--- config.mk ---
export PLATFORM = sky130hd
export DESIGN_NAME = alu_mult_seq
export DESIGN_NICKNAME = d
export VERILOG_FILES = /design/src/rtl/alu_defs.sv /design/src/rtl/iter_cnt.sv /design/src/rtl/alu_mult_seq.sv
export SDC_FILE = /design/constraint.sdc
export NUM_CORES = 1
export LEC_CHECK = 0
export BUFFER_PORTS_ARGS = -buffer_cell sky130_fd_sc_hd__clkbuf_2
export CORE_ASPECT_RATIO = 1.4
export CORE_MARGIN = 4
export CORE_UTILIZATION = 49
export CTS_BUF_LIST = sky130_fd_sc_hd__clkbuf_16
export DETAILED_ROUTE_END_ITERATION = 12
export PLACE_DENSITY_LB_ADDON = 0.2
export RECOVER_POWER = 100
export SYNTH_ARGS = -nofsm -noshare
export SYNTH_HDL_FRONTEND = slang
export SYNTH_SLANG_ARGS = --single-unit
--- constraint.sdc ---
create_clock -name clk -period 3.2 [get_ports clk]
set_input_delay 0.8 -clock clk [delete_from_list [all_inputs] [get_ports clk]]
set_output_delay 0.8 -clock clk [all_outputs]
set_load 0.005 [all_outputs]
--- src/rtl/alu_defs.sv ---
// Shared ALU op codes and multiply-sequencer state encodings.
package alu_defs;

  typedef enum logic [2:0] {
    ALU_ROL = 3'b000,
    ALU_SLL = 3'b001,
    ALU_SRA = 3'b010,
    ALU_SRL = 3'b011,
    ALU_ADD = 3'b100,
    ALU_OR  = 3'b101,
    ALU_XOR = 3'b110,
    ALU_AND = 3'b111
  } alu_op_e;

  typedef enum logic [1:0] {
    IDLE = 2'd0,
    ITER = 2'd1,
    DONE = 2'd2
  } seq_state_e;

  localparam int CNT_W = 4;

endpackage

--- src/rtl/iter_cnt.sv ---
// Iteration counter for the multiply loop: sync clear, enable, terminal count at all-ones.
module iter_cnt
  import alu_defs::*;
(
  input  logic clk,
  input  logic rst_n,
  input  logic clr,
  input  logic en,
  output logic tc
);

  logic [CNT_W-1:0] cnt;

  always_ff @(posedge clk or negedge rst_n) begin
    if (!rst_n) begin
      cnt <= '0;
    end else if (clr) begin
      cnt <= '0;
    end else if (en) begin
      cnt <= cnt + CNT_W'(1);
    end
  end

  assign tc = &cnt;

endmodule

--- src/rtl/alu_mult_seq.sv ---
// Unsigned NxN shift-and-add multiplier that borrows the shared ALU adder while iterating.
//
// state | meaning
// IDLE  | ready for operands; ALU inputs parked at zero
// ITER  | one add-and-shift per cycle, 16 cycles
// DONE  | product presented until the consumer takes it
module alu_mult_seq
  import alu_defs::*;
#(
  parameter int N = 16
) (
  input  logic         clk,
  input  logic         rst_n,
  input  logic         req_valid,
  output logic         req_ready,
  input  logic [N-1:0] mcand,
  input  logic [N-1:0] mplier,
  output logic         resp_valid,
  input  logic         resp_ready,
  output logic [N-1:0] prod_hi,
  output logic [N-1:0] prod_lo,
  output logic [N-1:0] alu_A,
  output logic [N-1:0] alu_B,
  output logic [2:0]   alu_Op,
  output logic         alu_Cin,
  output logic         alu_invA,
  output logic         alu_invB,
  output logic         alu_sign,
  input  logic [N-1:0] alu_Out,
  input  logic         alu_Ofl
);

  seq_state_e   state;
  logic [N-1:0] mc;
  logic [N-1:0] acc_hi;
  logic [N-1:0] acc_lo;
  logic         iter_tc;

  iter_cnt u_iter_cnt (
    .clk   (clk),
    .rst_n (rst_n),
    .clr   ((state == IDLE) && req_valid),
    .en    (state == ITER),
    .tc    (iter_tc)
  );

  always_ff @(posedge clk or negedge rst_n) begin
    if (!rst_n) begin
      state  <= IDLE;
      mc     <= '0;
      acc_hi <= '0;
      acc_lo <= '0;
    end else begin
      case (state)
        IDLE: begin
          if (req_valid) begin
            mc     <= mcand;
            acc_hi <= '0;
            acc_lo <= mplier;
            state  <= ITER;
          end
        end
        ITER: begin
          // carry out of the add becomes the new top bit of the 2N+1 bit shift
          {acc_hi, acc_lo} <= {alu_Ofl, alu_Out, acc_lo[N-1:1]};
          if (iter_tc) state <= DONE;
        end
        DONE: begin
          if (resp_ready) state <= IDLE;
        end
        default: state <= IDLE;
      endcase
    end
  end

  assign req_ready  = (state == IDLE);
  assign resp_valid = (state == DONE);
  assign prod_hi    = acc_hi;
  assign prod_lo    = acc_lo;

  assign alu_A    = (state == ITER) ? acc_hi : '0;
  assign alu_B    = ((state == ITER) && acc_lo[0]) ? mc : '0;
  assign alu_Op   = ALU_ADD;
  assign alu_Cin  = 1'b0;
  assign alu_invA = 1'b0;
  assign alu_invB = 1'b0;
  assign alu_sign = 1'b0;

endmodule

After elaboration in Yosys (flattened, before gate mapping)
Index checks and enable logic that the tools add are counted.
- word-level logic and storage cells: 32
- register bits: 54
- input bits: 53
- output and inout port bits: 73
- reductions and logical operators: 9
- add/subtract/negate cells: 1
- eq/ne operators: 5
- muxes and demuxes: 12
- operators with widths (operator ; number):
    two-way mux 16 bit ; 4
    one-hot mux 16 bit (2 select lines) ; 2
    two-way mux 4 bit ; 2
    two-way mux 2 bit ; 3
    one-hot mux 2 bit (3 select lines) ; 1
    adder 4 x 1 -> 4 bit, second input constant ; 1
    != test 2 bit, second input constant ; 2
    AND reduction 2 bit ; 2
    AND reduction 4 bit ; 1
    nonzero test 2 bit ; 2
    AND reduction 3 bit ; 1
    == test 2 x 1 -> 1 bit, second input constant ; 1
    == test 2 bit, second input constant ; 1
    logical AND 1 bit ; 2
    zero test 2 bit ; 1
    != test 2 x 1 -> 1 bit, second input constant ; 1

Longest topological paths before layout
- depth in word-level cells: 3
- gate-level depth with buffers: 5
- mapped depth without buffers: 4

Hierarchy
From an unflattened synthesis, not the netlist that was laid out.
- cells, all modules: 219
- area total of the unflattened synthesis: 2546.2 µm²
- modules (own cells, without submodules) (module ; area each (µm²) ; cells each ; sequential area each (µm²) ; times used):
    alu_mult_seq ; 2347.3 ; 202 ; 1251.2 ; 1
    iter_cnt ; 198.9 ; 17 ; 100.1 ; 1

Worst setup path after synthesis
OpenSTA, ideal clock, no wires.
- kind: register to output
- start point: register state[1]
- end point: output alu_A[0]
- arrival time: 1.112 ns
- cell stages (with the launch flop): 5
- setup slack: 1.288 ns
- path buffers: 2
- required time: 2.400 ns
- cells stage by stage: dfrtp_1 and2b_1 buf_2 buf_2 and2_1
- word-level cells in the longest chain between the ends: 2
- ends and longest elaborated chain (item ; RTL line ; RTL):
    start: declaration ; alu_mult_seq.sv:33 ; seq_state_e state;
    start signal: assignment ; alu_mult_seq.sv:49 ; state <= IDLE;
    start signal: assignment ; alu_mult_seq.sv:60 ; state <= ITER;
    start signal: assignment ; alu_mult_seq.sv:66 ; if (iter_tc) state <= DONE;
    == test 2 x 1 -> 1 bit ; alu_mult_seq.sv:81 ; assign alu_A = (state == ITER) ? acc_hi : '0;
    two-way mux 16 bit ; alu_mult_seq.sv:81 ;
    end: declaration ; alu_mult_seq.sv:22 ; output logic [N-1:0] alu_A,
Every way passes these cells.

Worst setup path in the final report
- start point: register state[1]
- end point: output alu_A[9]
The elaborated chain is that of the path after synthesis.

==> flow_summary.yaml <==
clocking:
  cts_resized: 0
  cts_tree: "yes"
  clock_path_buffers: 2
  numCtsBuffers: 5
  insertion_delay_ps: 280
  clock_tree.root_cell: "clkbuf_16"
  holdBufCountCts: 0
  htree_levels: 2
  cts_setup_buffers: 0
  clkSinkCount: 54
  clk_pin_slew_worst_paths_ps: 60
route:
  drt-initial-drc-count: 117
  postRouteWirelength_um: 5920
  antenna_left: 0
  wire_per_inst_um: 13.1
  dr.pass1.iters: 4
  drcViolationCount: 0
  viasPerCell: 5.07
  vias: 2291
logic_synthesis:
  synthCells: 282
  synth.most_common_cell: "nand2_1"
  syn_area_mm2: 0.00257
  synth_seq_cells: 54
  ys_warn_count: 0
  synth-main-ff-cell: "dfrtp_1"
  synthArstFlopShare: 1.00
  synth_top_area_cell: "dfrtp_1"
  avgSynthCellArea_um2: 9.11
  ys_seq_area_frac: 0.526
  synth_cell_type_count: 27
  yosys-top-cells-area: "dfrtp_1, nand2_1, o22ai_2, and3_1, and2_1"
  synth_top_area_share: 0.526
  synth_edf_count: 0
  ys_top_cells_by_count: "nand2_1, dfrtp_1, nand3_1"
place:
  dpl.hpwl_um: 4170
  dpl_worst_slack_ps: 858
  placed_cell_area_mm2: 0.00314
  io_buffers: 118
  gp_congestion: 0.783
grt:
  antenna_found_initial: 0
  grt_pass1_wl_um: 9550
  grt_max_degree: 54
  first_global_vias: 2126
  grt_usage: 0.180
  overflow: 0
sta:
  hold_viol: 0
  finalSetupViolations: 0
  rsz0062_at_grt: "false"
  maxSlewViolCount: 54
  tns_ps: 0
  setup_ws_ps: 557
  finalCriticalPeriod_ps: 2640
  post-route-period-util: 0.826
  tightestPinTransition_ps: 1860
  slew_headroom: -0.242
  timing.fmax_mhz: 378
  clock-skew-final_ps: 2.99
floorplan:
  row_count: 30
  die_h_um: 93.7
  io_pins: 126
  start_util: 0.518
  die_w_um: 69.2
  core_area_mm2: 0.00495
  dieArea_mm2: 0.00648
cells_and_area:
  nNetsFinal: 441
  final_util: 0.647
  n_fill_cell: 482
  diodes: 0
  regArea_mm2: 0.00135
  fin_area_mm2: 0.00321
  multiInputGateArea_mm2: 0.00104
  syn_to_final_growth_pct: 24.8
  layout-drive-gt1-share: 0.286
pwr:
  leakage_nw: 1.71
  power-per-cell-area_mw_per_mm2: 999
  peakVddDrop_mv: 0.401
  total_power_mw: 3.20
critical_path:
  cp-end-kind: "output port"
  crit_arrival_ps: 1840
  worstPathMaxFanout: 38
  crit_type: "flip-flop to output port"
  critPathLaunchType: "flip-flop"
  critPathRequiredTime_ps: 2400
status:
  violations: "max-capacitance violations, max-slew violations"
  status: "complete, but fails checks"
worst_hold_path:
  hold_class: "flip-flop to flip-flop"
flow_run:
  maxCapViolations: 1
per-layer routing:
| metal | vias up | part of all wire | GRT usage |
|---|---|---|---|
| met4 | 0 | 0.018 | 0.0684 |
| met5 | - | 0 | 0 |
| li1 | 1124 | - | - |
| met1 | 1076 | 0.40 | 0.208 |
| met3 | 8 | 0.072 | 0.0418 |
| met2 | 83 | 0.51 | 0.322 |
report_power, final:
group	leakage, nW	switching (mW)	internal [mW]	total (mW)
registers	0.644	0.248	1.00	1.25
clock network	0.0689	0.220	0.286	0.506
logic	0.995	0.782	0.660	1.44
total	1.71	1.25	1.95	3.20
area by class of cell:
cell class	instances	area share
clock inverter	3	0.00507
multi-input combinational	204	0.324
clock buffer	5	0.0390
sequential	54	0.422
timing repair buffer	121	0.184
inverter	1	0.00117
tap	64	0.0250
worst max-delay path: stages (launching register included):
cell      delay, ps
dfrtp_1         450
and2b_2         590
buf_12          250
and2_0          140
clkbuf_2        110
registers in the layout (all words and copies together), names as in the netlist:
signal,count
state,2
mc,16
prod_lo,16
prod_hi,16
u_iter_cnt.cnt,4
metrics by stage:
step,hold slack [ps],std cells
6_report,468,452
5_1_grt,488,452
4_1_cts,471,452
3_5_place_dp,455,444
3_3_place_gp,449,444
2_1_floorplan,438,287
placed cells by master, fill, tap and decap left out, drive strengths merged:
cell,n
a22o,1
and2,16
and2b,1
and3,17
buf,2
clkbuf,124
clkinv,3
conb,7
dfrtp,54
ha,1
inv,1
mux2i,1
nand2,83
nand2b,1
nand3,19
nand3b,1
nand4,1
nor2,17
nor2b,1
nor3,16
nor3b,1
o21ai,3
o22ai,16
or3b,1
path summary, 6_finish.rpt:
path / start / endpoint / slack [ps] / cells past startpoint
max: state[1] / alu_A[9] / 560 / 4
min: mc[1] / mc[1] / 470 / 2
max reg2reg: state[0] / prod_lo[12] / 750 / 3
min reg2reg: mc[1] / mc[1] / 470 / 2
max in group asynchronous: rst_n / prod_hi[5] / 1090 / 2
min in group asynchronous: rst_n / prod_lo[6] / 760 / 1
kinds of logic after synthesis:
logic type,after synthesis,synth area share
muxes,1,0.00390
buffers and inverters,29,0.0662
adders and majority gates,1,0.00487
DFF,54,0.526
other,2,0.00292
and+or+nand+nor,175,0.316
AOI/OAI and AO/OA,20,0.0799
Power figures use the tool's default switching activity.
